--- src/rtl/mem_ctrl.sv ---
// mem_ctrl -- single-port memory access controller sitting between the CPU
// control unit and a word-organised memory.
//
// A request is accepted in IDLE, checked for alignment and range, then either
// answered immediately with an error or carried out against the memory:
// loads hold the read strobe for READ_LAT cycles and capture the returned
// word into ir (instruction fetch) or mdr (data load); stores pulse the
// write strobe for one cycle. Every request ends with a one-cycle response.
//
// Parameters:
//   MEM_WORDS  number of addressable 32-bit words in the attached memory
//   READ_LAT   cycles the read strobe is held before data is captured (1-4)
//
// Ports:
//   clk, rst_n        clock (rising edge) and asynchronous active-low reset
//   req_valid/ready   request handshake from/to the CPU control unit
//   req_write         1 = store, 0 = load
//   req_fetch         load destination: 1 = ir, 0 = mdr
//   req_addr          byte address of the access
//   req_wdata         store data
//   resp_valid/err    one-cycle completion pulse and its error qualifier
//   ir, mdr           instruction and memory data registers
//   mem_address       word address presented to memory
//   mem_writeData     store data presented to memory
//   mem_memwrite      memory write strobe
//   mem_memread       memory read strobe
//   mem_rdata         read data returned by memory

module mem_ctrl #(
  parameter int MEM_WORDS = 50,
  parameter int READ_LAT  = 1
) (
  input  logic        clk,
  input  logic        rst_n,
  input  logic        req_valid,
  output logic        req_ready,
  input  logic        req_write,
  input  logic        req_fetch,
  input  logic [31:0] req_addr,
  input  logic [31:0] req_wdata,
  output logic        resp_valid,
  output logic        resp_err,
  output logic [31:0] ir,
  output logic [31:0] mdr,
  output logic [5:0]  mem_address,
  output logic [31:0] mem_writeData,
  output logic        mem_memwrite,
  output logic        mem_memread,
  input  logic [31:0] mem_rdata
);

  typedef enum logic [1:0] {
    IDLE,
    ACCESS,
    RESP
  } state_t;

  // Index of the final read-strobe cycle; the capture happens at the edge
  // that ends it.
  localparam logic [2:0] LAST_READ_CYCLE = 3'(READ_LAT - 1);

  state_t     state;
  logic       is_write;
  logic       is_fetch;
  logic [2:0] lat_cnt;
  logic       addr_err;

  // Misaligned byte addresses and word indices past the end of the memory
  // are refused before any strobe is raised.
  assign addr_err = (req_addr[1:0] != 2'b00) ||
                    ({2'b00, req_addr[31:2]} >= 32'(MEM_WORDS));

  // Ready is gated by rst_n so it reads 0 throughout reset even though the
  // state register already sits in IDLE.
  assign req_ready = rst_n && (state == IDLE);

  // Controller FSM. All memory-side and response outputs are registered here
  // so the async reset clears strobes the instant rst_n falls, which also
  // discards any access in flight without a response.
  always_ff @(posedge clk or negedge rst_n) begin
    if (!rst_n) begin
      state         <= IDLE;
      is_write      <= 1'b0;
      is_fetch      <= 1'b0;
      lat_cnt       <= 3'd0;
      resp_valid    <= 1'b0;
      resp_err      <= 1'b0;
      ir            <= 32'd0;
      mdr           <= 32'd0;
      mem_address   <= 6'd0;
      mem_writeData <= 32'd0;
      mem_memwrite  <= 1'b0;
      mem_memread   <= 1'b0;
    end else begin
      case (state)
        IDLE: begin
          resp_valid <= 1'b0;
          resp_err   <= 1'b0;
          if (req_valid) begin
            // Everything about the request is latched here; the req_* inputs
            // are not looked at again until the controller is back in IDLE.
            is_write      <= req_write;
            is_fetch      <= req_fetch;
            mem_writeData <= req_wdata;
            lat_cnt       <= 3'd0;
            if (addr_err) begin
              state      <= RESP;
              resp_valid <= 1'b1;
              resp_err   <= 1'b1;
            end else begin
              state        <= ACCESS;
              mem_address  <= req_addr[7:2];
              mem_memwrite <= req_write;
              mem_memread  <= !req_write;
            end
          end
        end

        ACCESS: begin
          if (is_write) begin
            mem_memwrite <= 1'b0;
            state        <= RESP;
            resp_valid   <= 1'b1;
            resp_err     <= 1'b0;
          end else if (lat_cnt == LAST_READ_CYCLE) begin
            mem_memread <= 1'b0;
            if (is_fetch) begin
              ir <= mem_rdata;
            end else begin
              mdr <= mem_rdata;
            end
            state      <= RESP;
            resp_valid <= 1'b1;
            resp_err   <= 1'b0;
          end else begin
            lat_cnt <= lat_cnt + 3'd1;
          end
        end

        RESP: begin
          resp_valid <= 1'b0;
          resp_err   <= 1'b0;
          state      <= IDLE;
        end

        default: begin
          state        <= IDLE;
          resp_valid   <= 1'b0;
          resp_err     <= 1'b0;
          mem_memwrite <= 1'b0;
          mem_memread  <= 1'b0;
        end
      endcase
    end
  end

endmodule

--- config.mk ---
export PLATFORM = sky130hd
export DESIGN_NAME = mem_ctrl
export DESIGN_NICKNAME = d
export VERILOG_FILES = /design/src/rtl/mem_ctrl.sv
export SDC_FILE = /design/constraint.sdc
export NUM_CORES = 1
export LEC_CHECK = 0
export BUFFER_PORTS_ARGS = -buffer_cell sky130_fd_sc_hd__buf_4
export CAP_MARGIN = 15
export CORE_MARGIN = 2
export CORE_UTILIZATION = 40
export DETAILED_ROUTE_END_ITERATION = 10
export GPL_TIMING_DRIVEN = 0
export HOLD_SLACK_MARGIN = 0.1
export PLACE_DENSITY_LB_ADDON = 0.25
export SLEW_MARGIN = 40
export SYNTH_ARGS = -nofsm -noshare
export SYNTH_HDL_FRONTEND = slang
export SYNTH_SLANG_ARGS = --single-unit
--- constraint.sdc ---
create_clock -name clk -period 2 [get_ports clk]
set_clock_uncertainty 0.1 [all_clocks]
set_input_delay 0 -clock clk [delete_from_list [all_inputs] [get_ports clk]]
set_output_delay 0 -clock clk [all_outputs]
set_load 0.02 [all_outputs]
# ---- Word-level counts from Yosys, hierarchy flattened
# Index checks and enable logic that the tools add are counted.
dict set report totals {
  ff_bits 113
  inputBits 101
  out_inout_bits 107
  elab_cells 67
}
dict set report classes {
  add_sub_neg 1
  n_lt_le_gt_ge 1
  n_eq_ne 9
  muxes 25
  bitwise_logic 4
  reduce_logical 15
}
# cell n
set op_table {}
lappend op_table {{30-bit by 6-bit >= comparator with 1-bit output, second input constant} 1}
lappend op_table {{4-bit AND reduction} 4}
lappend op_table {{1-bit two-way mux} 12}
lappend op_table {{2-bit inequality test, second input constant} 6}
lappend op_table {{3-bit two-way mux} 3}
lappend op_table {{2-bit two-way mux} 4}
lappend op_table {{1-bit one-hot mux with 3 select lines} 2}
lappend op_table {{3-bit one-hot mux with 2 select lines} 1}
lappend op_table {{5-bit AND reduction} 1}
lappend op_table {{1-bit inverter} 4}
lappend op_table {{1-bit one-hot mux with 2 select lines} 2}
lappend op_table {{2-bit one-hot mux with 2 select lines} 1}
lappend op_table {{2-bit AND reduction} 2}
lappend op_table {{2-bit nonzero test} 2}
lappend op_table {{3-bit by 1-bit adder with 3-bit output, second input constant} 1}
lappend op_table {{3-bit logical NOT} 1}
lappend op_table {{3-bit inequality test, second input constant} 1}
lappend op_table {{3-bit AND reduction} 1}
lappend op_table {{2-bit by 1-bit equality test with 1-bit output, second input constant} 1}
lappend op_table {{2-bit equality test, second input constant} 1}
lappend op_table {{2-bit logical NOT} 1}
lappend op_table {{1-bit logical AND} 1}
lappend op_table {{1-bit logical NOT} 1}
lappend op_table {{1-bit logical OR} 1}

# ---- Longest topological paths before layout
dict set report logic_depth {
  word_depth 5
  depth_mapped 7
  depth_no_buf 6
}

# ---- Least setup slack after synthesis
# No wires, ideal clock.
dict set report synth_timing {
  path_kind {reg-to-reg}
  start {register state[1]}
  end {register mdr[10]}
  setup_time_ns 0.125
  arrival_time_ns 1.628
  required_ns 1.775
  setup_slack_ns 0.147
  path_stages_with_launch 7
  n_path_buf 2
  period_less_slack_ns 1.853
  cell_sequence {dfrtp_1 > clkbuf_1 > nor2_1 > nand2_1 > nor3_2 > buf_2 > mux2_2}
}
dict set report synth_between {
  elab_chain_len 2
}
# element line_no
set synth_rtl {}
lappend synth_rtl {{start: declaration} 62} ;# state_t state;
lappend synth_rtl {{start signal: assignment} 82} ;# state <= IDLE;
lappend synth_rtl {{start signal: assignment} 107} ;# state <= RESP;
lappend synth_rtl {{start signal: assignment} 111} ;# state <= ACCESS;
lappend synth_rtl {{2-bit by 1-bit equality test with 1-bit output} 95} ;# case (state)
lappend synth_rtl {{4-bit AND reduction (no line)} -}
lappend synth_rtl {{end signal: assignment} 130} ;# mdr <= mem_rdata;
lappend synth_rtl {{end: declaration} 44} ;# output logic [31:0] mdr,
# No other way between the ends.
# A chain may end at the register's enable or synchronous reset.

# ---- Final worst setup path
dict set report layout_timing {
  start {input port req_addr[31]}
  end {register mem_memread}
}
dict set report layout_between {
  elab_chain_len 4
}
# element line_no
set layout_rtl {}
lappend layout_rtl {{start: declaration} 39} ;# input logic [31:0] req_addr,
lappend layout_rtl {{30-bit by 6-bit >= comparator with 1-bit output} 71} ;# ({2'b00, req_addr[31:2]} >= 32'(MEM_WORDS));
lappend layout_rtl {{1-bit logical OR} 70} ;# assign addr_err = (req_addr[1:0] != 2'b00) ||
lappend layout_rtl {{2-bit inequality test (no line)} -}
lappend layout_rtl {{5-bit AND reduction (no line)} -}
lappend layout_rtl {{end signal: assignment} 114} ;# mem_memread <= !req_write;
lappend layout_rtl {{end: declaration} 48} ;# output logic mem_memread,
# No other way between the ends.

==> impl_metrics.csv <==
group,metric,value,unit
die,io_pins,208,
setup_path,crit_path_max_fanout,4,
die,die_h,109,um
synth,yosysWarnings,0,
finish,syn_to_final_growth,79.8,%
route,wl_per_cell,15.7,um
pwr,leakage,0.00405,uW
finish,filler_cell_count,720,
cts,holdBufCountCts,101,
timing,fin_crit,2020,ps
finish,layout_commonest_cell,"buf_4",
route,drt_iter0_drc,173,
die,dieArea,0.0119,sq mm
timing,slew_viol_final,0,
placed_design,port_buffers,207,
worst_hold_path,hold_path_class,"input port to async pin",
placed_design,gp_congestion,0.769,
global_routing,grt_pass1_vias,4292,
timing,finalSetupViolCount,2,
finish,drive_above_1_share,47.7,%
pwr,vdd_drop_max,0.498,mV
cts,cts_buffer_depth,2,
cts,clock-sinks,113,
timing,fmax,495,MHz
global_routing,grt_max_degree,115,
route,drcViolationCount,0,
die,start_util,40.9,%
synth,ys_ff_latch,113,
finish,stdcell_count,845,
synth,syn_area,0.00443,sq mm
synth,synth_seq_area_share,63.8,%
timing,fin_crit_sh,101,%
synth,synth_top_area_share,63.8,%
synth,yosys.area.top_type,"dfrtp_1",
placed_design,place_area,0.00617,sq mm
run_status,status,"complete, but fails checks",
cts,clock-root-buffer,"clkbuf_8",
timing,worstMarginPinSlew,463,ps
finish,seqCellArea,0.00283,sq mm
cts,clock_latency,500,ps
timing,fin_setup_tns,-19.3,ps
setup_path,reg2reg_depth,5,
route,via_count,4014,
finish,multi_input_area,0.00154,sq mm
route,drtAntennaViolNets,0,
finish,layout_common_cells,"buf_4 (217), dfrtp_1 (113), nand2_1 (104)",
setup_path,end_kind,"flip-flop",
route,firstDrtPassIters,5,
setup_path,cp.arrival,2330,ps
global_routing,antenna_found_initial,0,
global_routing,grt_usage,22.7,%
cts,cts_tree,"yes",
synth,syn_area_per_cell,12.5,sq um
cts,clk_pin_slew_worst_paths,50,ps
placed_design,placed_cells,702,
synth,syn_nets,458,
finish,diodes,0,
timing,hold-worst-slack,-90.1,ps
timing,rsz0062_at_grt,"yes",
synth,yosysUniqueCellTypes,31,
timing,slew_headroom,69.1,%
timing,setup_slack,-18.7,ps
synth,synth.area.top_cells,"dfrtp_1 (64%), mux2_2 (18%), nand2_1 (8.8%), nor4_1 (0.99%), buf_2 (0.68%)",
synth,synth_ff_type,"dfrtp_1",
cts,h-tree-depth,4,
global_routing,grt-ovfl-total,0,
route,via_per_inst,4.75,
placed_design,dp_hpwl,7.81,mm
synth,synth-edff-count,0,
finish,final_area,0.00797,sq mm
setup_path,cp-start-kind,"input port",
setup_path,required,2310,ps
setup_path,path_class,"input port to flip-flop",
die,rows,38,
global_routing,grt_pass1_wl,20.4,mm
synth,async_flop_share,100,%
run_status,violations,"hold timing, setup timing",
finish,final_util,73.5,%
die,dieWidth,109,um
die,core-area,0.0108,sq mm
cts,cts_buffers,17,
route,routed_wl,13.3,mm
run,maxCapViolations,0,
timing,final_hold_viol_count,58,
synth,synthCells,355,
finish,fin_nets,796,
pwr,power.density,822,mW/mm^2
-- Yosys cell counts, types with 2 or more instances --
master,number
a211oi_1,2
buf_2,6
clkbuf_1,8
dfrtp_1,113
ha_1,2
inv_1,5
mux2_2,69
nand2_1,104
nand2b_1,2
nand3_1,2
nand4_1,2
nor2_1,5
nor2b_1,2
nor3b_1,2
nor4_1,7
o21ai_0,6
o2bb2ai_1,2
o31ai_1,2
or2_2,2
-- through the flow --
step | power, uW | setup slack, ps
after detailed placement | 3290 | -278
final | 6550 | -18.7
after global placement | 3260 | -267
after floorplan | 2820 | 147
after CTS | 6590 | -7.44
after global routing | 6810 | -77.5
-- layout make-up --
type / count / share of cell area [%]
plain buffers: 14 / 1.15
clock buffers: 21 / 5.76
clock inverters: 10 / 1.98
inverters: 5 / 0.236
multi-input cells: 222 / 19.3
flip-flops and latches: 113 / 35.5
well taps: 140 / 2.20
repair buffers: 320 / 33.8
-- sequential cells by signal, summed over array words and instances (netlist names), 2 cells and up --
name / cells
state: 2
mem_writeData: 32
mem_address: 6
lat_cnt: 3
ir: 32
mdr: 32
-- cell families (layout without fill, tap and decap cells) --
kind of cell             Yosys count  after routing  synth area share [%]
AND/OR/NAND/NOR                  133            133                  13.2
AO/OA/AOI/OAI                     16             16                  2.54
adder cells (fa/ha/maj)            2              2                 0.565
multiplexers                      71             71                  18.0
flip-flops                       113            113                  63.8
buffers and inverters             20            370                  1.86
-- repair_timing --
item / 4_1_cts / 5_1_grt
gates resized for setup: 9 / 11
endpoints found under the hold margin: 226 / 58
setup buffers: 3 / 8
cloned: 0 / 0
pin swaps: 3 / 3
setup endpoints to repair: 86 / 87
-- where the power goes --
group          total (uW)  switching, uW  internal [uW]
registers            2500           80.6           2420
clock network        3120           1010           2110
logic                 937            447            489
total                6550           1540           5010
-- metal layers --
metal	vias up	global-route usage (%)	routed length, um
met5	-	0	0
met4	0	10.6	310
met3	25	7.35	1060
met2	190	39.8	6860
met1	1921	24.9	5060
li1	1878	-	-
-- critical path: stages --
cell,delay [ps]
dlygate4sd3_1,550
buf_4,140
nor4_1,340
nand3_1,310
nor3_2,210
dlygate4sd3_1,630
o2bb2ai_1,140
-- final timing paths --
| path | startpoint | end | slack, ps |
|---|---|---|---|
| hold / removal | rst_n | mdr[5] | -90 |
| hold reg to reg | mem_writeData[25] | mem_writeData[25] | 370 |
| max in group asynchronous | rst_n | mem_writeData[29] | 1280 |
| setup reg to reg | state[0] | mem_address[4] | 50 |
| setup / recovery | req_addr[31] | mem_memread | -20 |
| min in group clk | req_wdata[24] | mem_writeData[24] | 130 |
No activity file was read; power rests on OpenSTA's default activity.
